File: src/rtl/foo_status_writer.sv
// foo_status_writer: packed per-slot 2-bit status word with handshaked
// single-slot updates and timed DRAIN -> INACTIVE auto-retirement.
//
// Ports:
//   i_clk, i_rst_n   clock, synchronous active-low reset
//   i_upd_valid      update request valid
//   o_upd_ready      update can be accepted this cycle
//   i_upd_slot       target slot index
//   i_upd_state      new state (00 INACTIVE, 01 REQ, 10 ACTIVE, 11 DRAIN)
//   i_clear_all      force all slots INACTIVE, cancel drain counters
//   o_foo_current    registered packed word, slot s at [2s+1:2s]
//   o_foo_next       value o_foo_current takes at the next edge
//   o_active_count   registered count of non-INACTIVE slots
//   o_bad_slot       sticky: handshake completed with slot >= NUM_SLOTS
module foo_status_writer #(
  parameter int NUM_SLOTS    = 7,
  parameter int DRAIN_CYCLES = 4,
  parameter int CNT_W        = $clog2(DRAIN_CYCLES + 1)
) (
  input  logic        i_clk,
  input  logic        i_rst_n,
  input  logic        i_upd_valid,
  output logic        o_upd_ready,
  input  logic [3:0]  i_upd_slot,
  input  logic [1:0]  i_upd_state,
  input  logic        i_clear_all,
  output logic [31:0] o_foo_current,
  output logic [31:0] o_foo_next,
  output logic [4:0]  o_active_count,
  output logic        o_bad_slot
);

  localparam logic [1:0]       ST_DRAIN = 2'b11;
  localparam logic [CNT_W-1:0] CNT_LOAD = CNT_W'(DRAIN_CYCLES);
  localparam logic [CNT_W-1:0] CNT_ONE  = CNT_W'(1);

  logic [1:0]       st_q  [NUM_SLOTS];
  logic [1:0]       st_d  [NUM_SLOTS];
  logic [CNT_W-1:0] cnt_q [NUM_SLOTS];
  logic [CNT_W-1:0] cnt_d [NUM_SLOTS];

  logic [4:0]  count_q;
  logic [4:0]  count_d;
  logic        bad_q;
  logic        bad_d;
  logic [31:0] word_q;
  logic [31:0] word_d;

  logic in_range;
  logic tgt_drain;
  logic accept;

  assign in_range = {1'b0, i_upd_slot} < 5'(NUM_SLOTS);

  // Ready only looks at the addressed slot; out-of-range
  // slots are never draining so they stay ready.
  always_comb begin
    tgt_drain = 1'b0;
    for (int s = 0; s < NUM_SLOTS; s++) begin
      if (i_upd_slot == 4'(s) && st_q[s] == ST_DRAIN)
        tgt_drain = 1'b1;
    end
  end

  assign o_upd_ready = !i_clear_all && !tgt_drain;
  assign accept      = i_upd_valid && o_upd_ready;

  // Per-slot next state. Priority, lowest to highest:
  // drain countdown, accepted update, clear/reset.
  always_comb begin
    for (int s = 0; s < NUM_SLOTS; s++) begin
      st_d[s]  = st_q[s];
      cnt_d[s] = cnt_q[s];
      if (st_q[s] == ST_DRAIN) begin
        if (cnt_q[s] <= CNT_ONE) begin
          st_d[s]  = 2'b00;
          cnt_d[s] = '0;
        end else begin
          cnt_d[s] = cnt_q[s] - CNT_ONE;
        end
      end
      if (accept && in_range && i_upd_slot == 4'(s)) begin
        st_d[s]  = i_upd_state;
        cnt_d[s] = (i_upd_state == ST_DRAIN) ? CNT_LOAD : '0;
      end
      if (!i_rst_n || i_clear_all) begin
        st_d[s]  = 2'b00;
        cnt_d[s] = '0;
      end
    end
  end

  always_comb begin
    word_d  = '0;
    count_d = '0;
    for (int s = 0; s < NUM_SLOTS; s++) begin
      word_d[2*s +: 2] = st_d[s];
      count_d          = count_d + 5'(|st_d[s]);
    end
  end

  assign bad_d = i_rst_n && (bad_q || (accept && !in_range));

  always_ff @(posedge i_clk) begin
    if (!i_rst_n) begin
      for (int s = 0; s < NUM_SLOTS; s++) begin
        st_q[s]  <= 2'b00;
        cnt_q[s] <= '0;
      end
      word_q  <= '0;
      count_q <= '0;
      bad_q   <= 1'b0;
    end else begin
      for (int s = 0; s < NUM_SLOTS; s++) begin
        st_q[s]  <= st_d[s];
        cnt_q[s] <= cnt_d[s];
      end
      word_q  <= word_d;
      count_q <= count_d;
      bad_q   <= bad_d;
    end
  end

  assign o_foo_current  = word_q;
  assign o_foo_next     = word_d;
  assign o_active_count = count_q;
  assign o_bad_slot     = bad_q;

endmodule

File: config.mk
export PLATFORM = sky130hd
export DESIGN_NAME = foo_status_writer
export DESIGN_NICKNAME = d
export VERILOG_FILES = /design/src/rtl/foo_status_writer.sv
export SDC_FILE = /design/constraint.sdc
export NUM_CORES = 1
export LEC_CHECK = 0
export ABC_AREA = 1
export CAP_MARGIN = 25
export CORE_MARGIN = 3
export CORE_UTILIZATION = 48
export CTS_CLUSTER_SIZE = 30
export DETAILED_ROUTE_END_ITERATION = 10
export PLACE_DENSITY = 0.81
export SLEW_MARGIN = 30
export SYNTH_ARGS = -nofsm -noshare
export SYNTH_HDL_FRONTEND = slang
export SYNTH_SLANG_ARGS = --single-unit
File: constraint.sdc
create_clock -name i_clk -period 4 [get_ports i_clk]
set_input_delay 0.4 -clock i_clk [delete_from_list [all_inputs] [get_ports i_clk]]
set_output_delay 0.4 -clock i_clk [all_outputs]
set_load 0.01 [all_outputs]
# --- Yosys cells after proc, flatten, opt, wreduce, memory -nomap -nowiden ---
# Memories as Yosys holds them, arrays and structs flattened.
# Cells that the tools add are included.
totals:
  register_bits: 38
  mem_bits_rw: 35
  inputBits: 10
  output_inout_bits: 71
  elab_cells: 168
  mem_count: 2
classes:
  n_addsub: 13
  magnitude_cmp: 8
  n_eq_ne: 14
  muxes: 80
  bitwise_logic: 14
  n_reduce_logical: 33
memory_table:
  columns: ["name", "depth", "word_bits", "rd", "rd_clocked_by_memory_dff", "wr", "line", "source"]
  rows:
  - ["cnt_q", 7, 3, 7, 0, 7, "39", "logic [CNT_W-1:0] cnt_q [NUM_SLOTS];"]
  - ["st_q", 7, 2, 7, 0, 7, "37", "logic [1:0] st_q [NUM_SLOTS];"]
ops:
  columns: ["operator", "count"]
  rows:
  - ["2-to-1 mux 3 bit", 36]
  - ["2-to-1 mux 2 bit", 35]
  - ["less-or-equal comparator 3 x 1 -> 1 bit, second input constant", 7]
  - ["subtractor 3 x 1 -> 3 bit, second input constant", 7]
  - ["logical AND 1 bit", 19]
  - ["== test 2 bit, second input constant", 8]
  - ["OR 1 bit", 14]
  - ["OR reduction 2 bit", 7]
  - ["== test 4 x 3 -> 1 bit, second input constant", 3]
  - ["adder 5 x 1 -> 5 bit", 2]
  - ["2-to-1 mux 1 bit", 9]
  - ["== test 4 x 2 -> 1 bit, second input constant", 2]
  - ["adder 4 x 1 -> 5 bit", 1]
  - ["adder 3 x 1 -> 4 bit", 1]
  - ["== test 4 x 1 -> 1 bit, second input constant", 1]
  - ["zero test 1 bit", 4]
  - ["zero test 4 bit", 1]
  - ["< comparator 4 x 3 -> 1 bit, second input constant", 1]
  - ["adder 2 x 1 -> 3 bit", 1]
  - ["adder 1 x 1 -> 2 bit", 1]
  - ["logical OR 1 bit", 2]

# --- Longest topological paths before layout ---
# Gate-level depths: netlist of run 1.
# An unclocked memory read counts as a cell.
depth:
  depth_word: 24
  mapped_depth: 20
  ltp_nobuf: 20

# --- Least setup slack after synthesis of run 1 ---
# Ideal clock, no wire load.
synth_path:
  path_type: "register -> register"
  start: "mem st_q[6][1]"
  end: "reg count_q[1], in the netlist o_active_count[1]"
  setup_ps: 109
  arrival_time_ps: 3510
  required_ps: 3891
  path_slack_ps: 381
  path_stages_with_launch: 18
  path_buffers: 0
  period_less_slack_ps: 3619
  path_cell_list: "dfxtp_1 nand2_1 inv_1 nand3_1 nand2_1 nor2_2 nand2_2 nor2_8 nand2_4 o21ai_1 nor2_2 fa_1 fa_1 inv_1 fa_1 fa_1 nand2_1 inv_1"
synth_lines:
  columns: ["element", "line", "source"]
  rows:
  - ["start, declared", "37", null]
  - ["end signal, assigned", "119", "count_q <= count_d;"]
  - ["end, declared", "42", "logic [4:0] count_q;"]

==> results of run 1 <==
==> flip-flops by register name, summed over array words and instances, names as in the netlist <==
signal          count
o_foo_current      13
cnt_q              21
st_q                1
o_active_count      3
o_bad_slot          1
==> per-layer routing <==
metal  GRT usage (%)  part of all wire (%)  up-vias
li1                -                     -     1308
met5               0                     0        -
met1            26.8                    45     1106
met3            3.99                   8.1        6
met4            5.57                  0.82        0
met2            33.4                    46      101
==> through the flow <==
step                setup TNS, ps  hold WS, ps  util [%]  std cells
floorplan                       0          436         -        448
global route                    0          491      63.6        549
detailed placement           -345          462      60.8        541
global placement             -250          454      60.8        541
CTS                             0          476      63.0        549
finish                          0          472      63.6        549
==> cell families after synthesis <==
logic type,Yosys count
AOI/OAI and AO/OA,42
adders and majority gates,15
buffers and inverters,132
DFF,39
other,1
and+or+nand+nor,182
==> power by group through the flow <==
stage          registers (mW)  clock network, mW  logic [mW]
3_3_place_gp            0.400                  0      0.0833
5_1_grt                 0.391              0.372      0.0985
4_1_cts                 0.391              0.351      0.0850
6_report                0.391              0.342      0.0877
3_5_place_dp            0.400                  0      0.0848
2_1_floorplan           0.401                  0      0.0768
==> Yosys cell counts, types with 2 or more instances <==
| master | count |
|---|---|
| fa_1 | 4 |
| o21ai_1 | 5 |
| nand3_2 | 2 |
| nor2_1 | 36 |
| nor2_2 | 6 |
| nand4_1 | 2 |
| o21bai_1 | 2 |
| buf_4 | 38 |
| nand2_1 | 87 |
| nor3_1 | 10 |
| o22ai_1 | 4 |
| o21ai_0 | 9 |
| inv_1 | 91 |
| ha_1 | 11 |
| a21oi_1 | 15 |
| a211oi_1 | 3 |
| nand2_2 | 6 |
| dfxtp_1 | 39 |
| nand3_1 | 27 |
==> layout make-up <==
class	count	area, sq um
clock buffers	6	82.6
clock inverters	2	35.0
fillers	458	1920
inverters	92	345
multi-input cells	277	1430
flip-flops and latches	39	781
well taps	70	87.6
repair buffers	63	588
==> worst max path at each step <==
stage	startpoint	endpoint	slack, ps
2_1_floorplan	st_q[6][1]	o_active_count[1]	380
3_5_place_dp	i_upd_slot[0]	o_active_count[1]	-190
4_1_cts	i_upd_slot[0]	o_active_count[1]	130
3_3_place_gp	i_upd_slot[3]	o_active_count[1]	-150
6_report	o_foo_current[4]	o_active_count[1]	250
5_1_grt	o_foo_current[4]	o_active_count[1]	10
==> critical path: stages (launching register included) <==
cell and delay [ps]:
dfxtp_1 340, nand2_1 130, inv_1 110, nand3_1 90
nand2_1 60, nor2_2 110, nand2_2 120, nor2_8 180
nand2_4 90, o21ai_1 270, nor2_2 90, fa_1 510
fa_1 540, inv_1 50, fa_1 430, fa_1 430
nand2_1 70, inv_1 30
==> what timing repair did <==
item                       CTS  global route
gates resized for setup      0            12
hold buffers                 0             0
setup endpoints to repair    0             2
==> results.toml, run 1 <==
[routing]
vias = 2521
wirelength_microns = 6000
drt_first_pass_iters = 5
vias_per_cell = 4.59
drt_iter0_drc = 109
postRouteAntennaNets = 0
drcViolationCount = 0
drt-wirelength-per-cell_microns = 10.9

[sta]
fmax_mhz = 267
fin_crit_ps = 3750
fin_skew_ps = 4.59
fin_crit_sh_pct = 93.8
hold_violations = 0
grt_setup_unrepaired = "false"
setup_ws_ps = 250
maxSlewViolCount = 0
setup_violations = 0

[global_routing]
grt-ovfl-total = 0
grt_max_degree = 13
grt_util_all_layers_pct = 20.2
grt_pass1_vias = 2377
antenna_found_initial = 0
grt_pass1_wl_microns = 10500

[synthesis]
synthFlopType = "dfxtp_1"
yosys.area.top_type_share_pct = 29.0
synth_area_leaders = "dfxtp_1 29%, inv_1 13%, nand2_1 12%, buf_4 11%, ha_1 5.1%"
synth_seq_cells = 39
yosys.area_share.adder_pct = 8.09
synth-xor-area-share_pct = 0
synth_edf_count = 0
synth-compound-area-share_pct = 8.78
synth_top_family_by_area = "simple AND/OR/NAND/NOR gates"
yosys_warnings = 0
synth_top_area_cell = "dfxtp_1"
yosysSeqAreaShare_pct = 29.0
async_reset_ff_share_pct = 0
avgSynthCellArea_sq_um = 6.55
syn_area_sq_mm = 0.00269
synth-simple-area-share_pct = 30.3
synthCells = 411
synth.area.mux_share_pct = 0
ys_types = 33

[floorplanning]
die_width_microns = 80.9
dieArea_sq_mm = 0.00654
initial_core_util_pct = 51.1
coreArea_sq_mm = 0.00527
die_h_microns = 80.9
rows = 26
ioPinCount = 81

[pwr]
p_leak_nw = 1.92
ir_drop_uv = 185
swShare_pct = 24.2
power_density_mw_per_mm2 = 245
p_sw_mw = 0.199
comb_power_share_pct = 10.7
power_mw = 0.821
power.share.clock_pct = 41.7
intPower_mw = 0.622
p_seq_share_pct = 47.6

[setup_path]
timing.rr.end = "o_active_count[1]"
worstPathRequired_ps = 4190
path_class = "flip-flop to flip-flop"
r2r_cells = 17
path_max_fanout = 6
reg2reg_setup_slack_ps = 250
critical_path_arrival_ps = 3940
worstSetupStartpointType = "flip-flop"
r2r-start = "o_foo_current[4]"
end_kind = "flip-flop"

[layout]
final_cell_mix = "89 x inv_1, 85 x nand2_1, 39 x dfxtp_1, 38 x conb_1, 38 x clkdlybuf4s50_1"
stdcell_area_sq_mm = 0.00335
diodes = 0
layout_commonest_cell = "inv_1"
layout.nets = 503
post_route_cells_drive_above_1_share_pct = 11.1
area_growth_pct = 24.4

[clocking]
post_cts.repair.setup_buffers = 0
clock_latency_ps = 290
cts_tree = "done"
cts_sinks = 39
clk_pin_slew_worst_paths_ps = 80
clockBufferDepth = 2
cts_buffers = 5
h-tree-depth = 2
cts-root-buf = "clkbuf_8"

[min_path]
worstHoldEndpoint = "o_bad_slot"
hp-start = "o_bad_slot"
min_delay_path_depth = 2
hp-class = "flip-flop to flip-flop"

[place]
post-place-ws_ps = -193
hpwl_microns = 4980
io_buffer_count = 42
place_area_sq_mm = 0.00320
place_congestion = 0.918

[run]
max_cap_violations = 0

[status]
status = "completed"
No activity file was read; power rests on OpenSTA's default activity.
==> run 2: changes to the inputs <==
- CAP_MARGIN: 25 -> unset
==> results of run 2 <==
Same layout as run 1: the final DEF is identical, and so are final timing and power.
==> run 3: changes to the inputs <==
- PLACE_DENSITY: 0.81 -> 0.92
==> results.toml, run 3 (synthesized netlist as in run 1, its figures left out) <==
[sta]
fmax_mhz = 265
fin_crit_ps = 3770
tns_ps = 0
hold_violations = 0
grt_setup_unrepaired = "false"
fin_crit_sh_pct = 94.4
fin_skew_ps = 5.60
maxSlewViolCount = 0
setup_violations = 0

[floorplanning]
coreArea_sq_mm = 0.00527
die_h_microns = 80.9
die_width_microns = 80.9
dieArea_sq_mm = 0.00654
rows = 26
ioPinCount = 81
initial_core_util_pct = 51.1

[min_path]
hp-start = "cnt_q[3][0]"
hp-class = "flip-flop to flip-flop"
worstHoldEndpoint = "cnt_q[3][0]"
min_delay_path_depth = 1

[layout]
area_growth_pct = 25.6
layout.nets = 509
nFillCells = 452
post_route_cells_drive_above_1_share_pct = 11.5
seq_area_sq_um = 781
layout_commonest_cell = "inv_1"
final_cell_mix = "90 x inv_1, 86 x nand2_1, 39 x dfxtp_1, 38 x conb_1, 38 x clkdlybuf4s50_1"
top_register = "cnt_q"
diodes = 0
multiInputGateArea_sq_mm = 0.00142
largest_reg_flops = 21

[clocking]
h-tree-depth = 2
cts-root-buf = "clkbuf_8"
cts_sinks = 39
clockBufferDepth = 2
clock_latency_ps = 300
cts_tree = "done"
clk_pin_slew_worst_paths_ps = 80
cts_buffers = 5

[place]
hpwl_microns = 5160
io_buffer_count = 42
place_congestion = 0.957

[routing]
drt_iter0_drc = 175
vias_per_cell = 4.80
drcViolationCount = 0
postRouteAntennaNets = 0
drt-wirelength-per-cell_microns = 11.7
wirelength_microns = 6470
vias = 2663
drt_first_pass_iters = 5

[setup_path]
path_class = "flip-flop to flip-flop"
end_kind = "flip-flop"
timing.rr.end = "o_active_count[1]"
r2r_cells = 17
critical_path_arrival_ps = 3980
cp-startpoint = "o_foo_current[11]"
r2r-start = "o_foo_current[11]"
path_max_fanout = 6
reg2reg_setup_slack_ps = 230
worstPathRequired_ps = 4200
worstSetupStartpointType = "flip-flop"

[global_routing]
grt_pass1_wl_microns = 10800
grt-ovfl-total = 0
grt_util_all_layers_pct = 21.0
grt_pass1_vias = 2552
antenna_found_initial = 0
grt_max_degree = 13

[pwr]
p_leak_nw = 1.95
power_density_mw_per_mm2 = 244
ir_drop_uv = 162
power_mw = 0.825

[run]
max_cap_violations = 0

[status]
status = "completed"
==> run 3: cell types whose count changed in the layout (fill, tap and decap cells not counted), sizes merged <==
cell and change:
buf +6
==> run 3: how the worst max path moves through the flow <==
stage / endpoint / cells after the start
finish: o_active_count[1] / 17
global route: o_active_count[1] / 19
CTS: o_active_count[1] / 21
detailed placement: o_active_count[1] / 21
global placement: o_active_count[1] / 17
floorplan: o_active_count[1] / 17
==> run 3: worst max-delay path, cell delays in order, from the launching register on <==
cell,delay (ps)
dfxtp_1,340
nand2_2,110
inv_1,110
nand3_1,100
nand2_1,80
nor2_2,150
nand2_2,120
nor2_8,180
nand2_4,90
o21ai_1,240
nor2_2,80
fa_1,500
fa_1,550
inv_1,60
fa_1,430
fa_1,430
nand2_1,70
inv_1,40
==> run 3: power breakdown <==
part	internal, mW	switching [mW]	leakage, nW
clock network	0.202	0.139	0.0612
logic	0.0344	0.0587	1.57
registers	0.390	0.00141	0.314
total	0.626	0.199	1.95
==> run 3: per-layer routing <==
layer | up-vias | wire, microns | GRT usage (%)
li1 | 1322 | - | -
met1 | 1196 | 2560 | 24.0
met2 | 123 | 3140 | 36.8
met3 | 22 | 579 | 5.54
met4 | 0 | 191 | 8.45
met5 | - | 0 | 0
==> run 3: area by class of cell <==
type | count | share of cell area (%)
inverters | 92 | 10.2
clock inverters | 2 | 1.04
clock buffers | 6 | 2.44
multi-input cells | 277 | 41.9
flip-flops and latches | 39 | 23.1
well taps | 70 | 2.59
repair buffers | 69 | 18.7
==> run 3: what timing repair did <==
item | CTS | global route
setup endpoints to repair | 0 | 2
gates resized for setup | 0 | 7
hold buffers | 0 | 0
buffers inserted | 0 | 1
hold endpoints to repair | 0 | 0
==> run 3: metrics by stage <==
step / utilization (%) / worst slack (ps) / hold WS, ps / instances / area [sq um]
2_1_floorplan: - / 381 / 436 / 448 / 2830
3_3_place_gp: 61.5 / -125 / 454 / 546 / 3240
3_5_place_dp: 61.5 / -258 / 477 / 546 / 3240
4_1_cts: 63.7 / 83.3 / 487 / 554 / 3360
5_1_grt: 64.1 / 22.5 / 526 / 555 / 3380
6_report: 64.1 / 226 / 482 / 555 / 3380
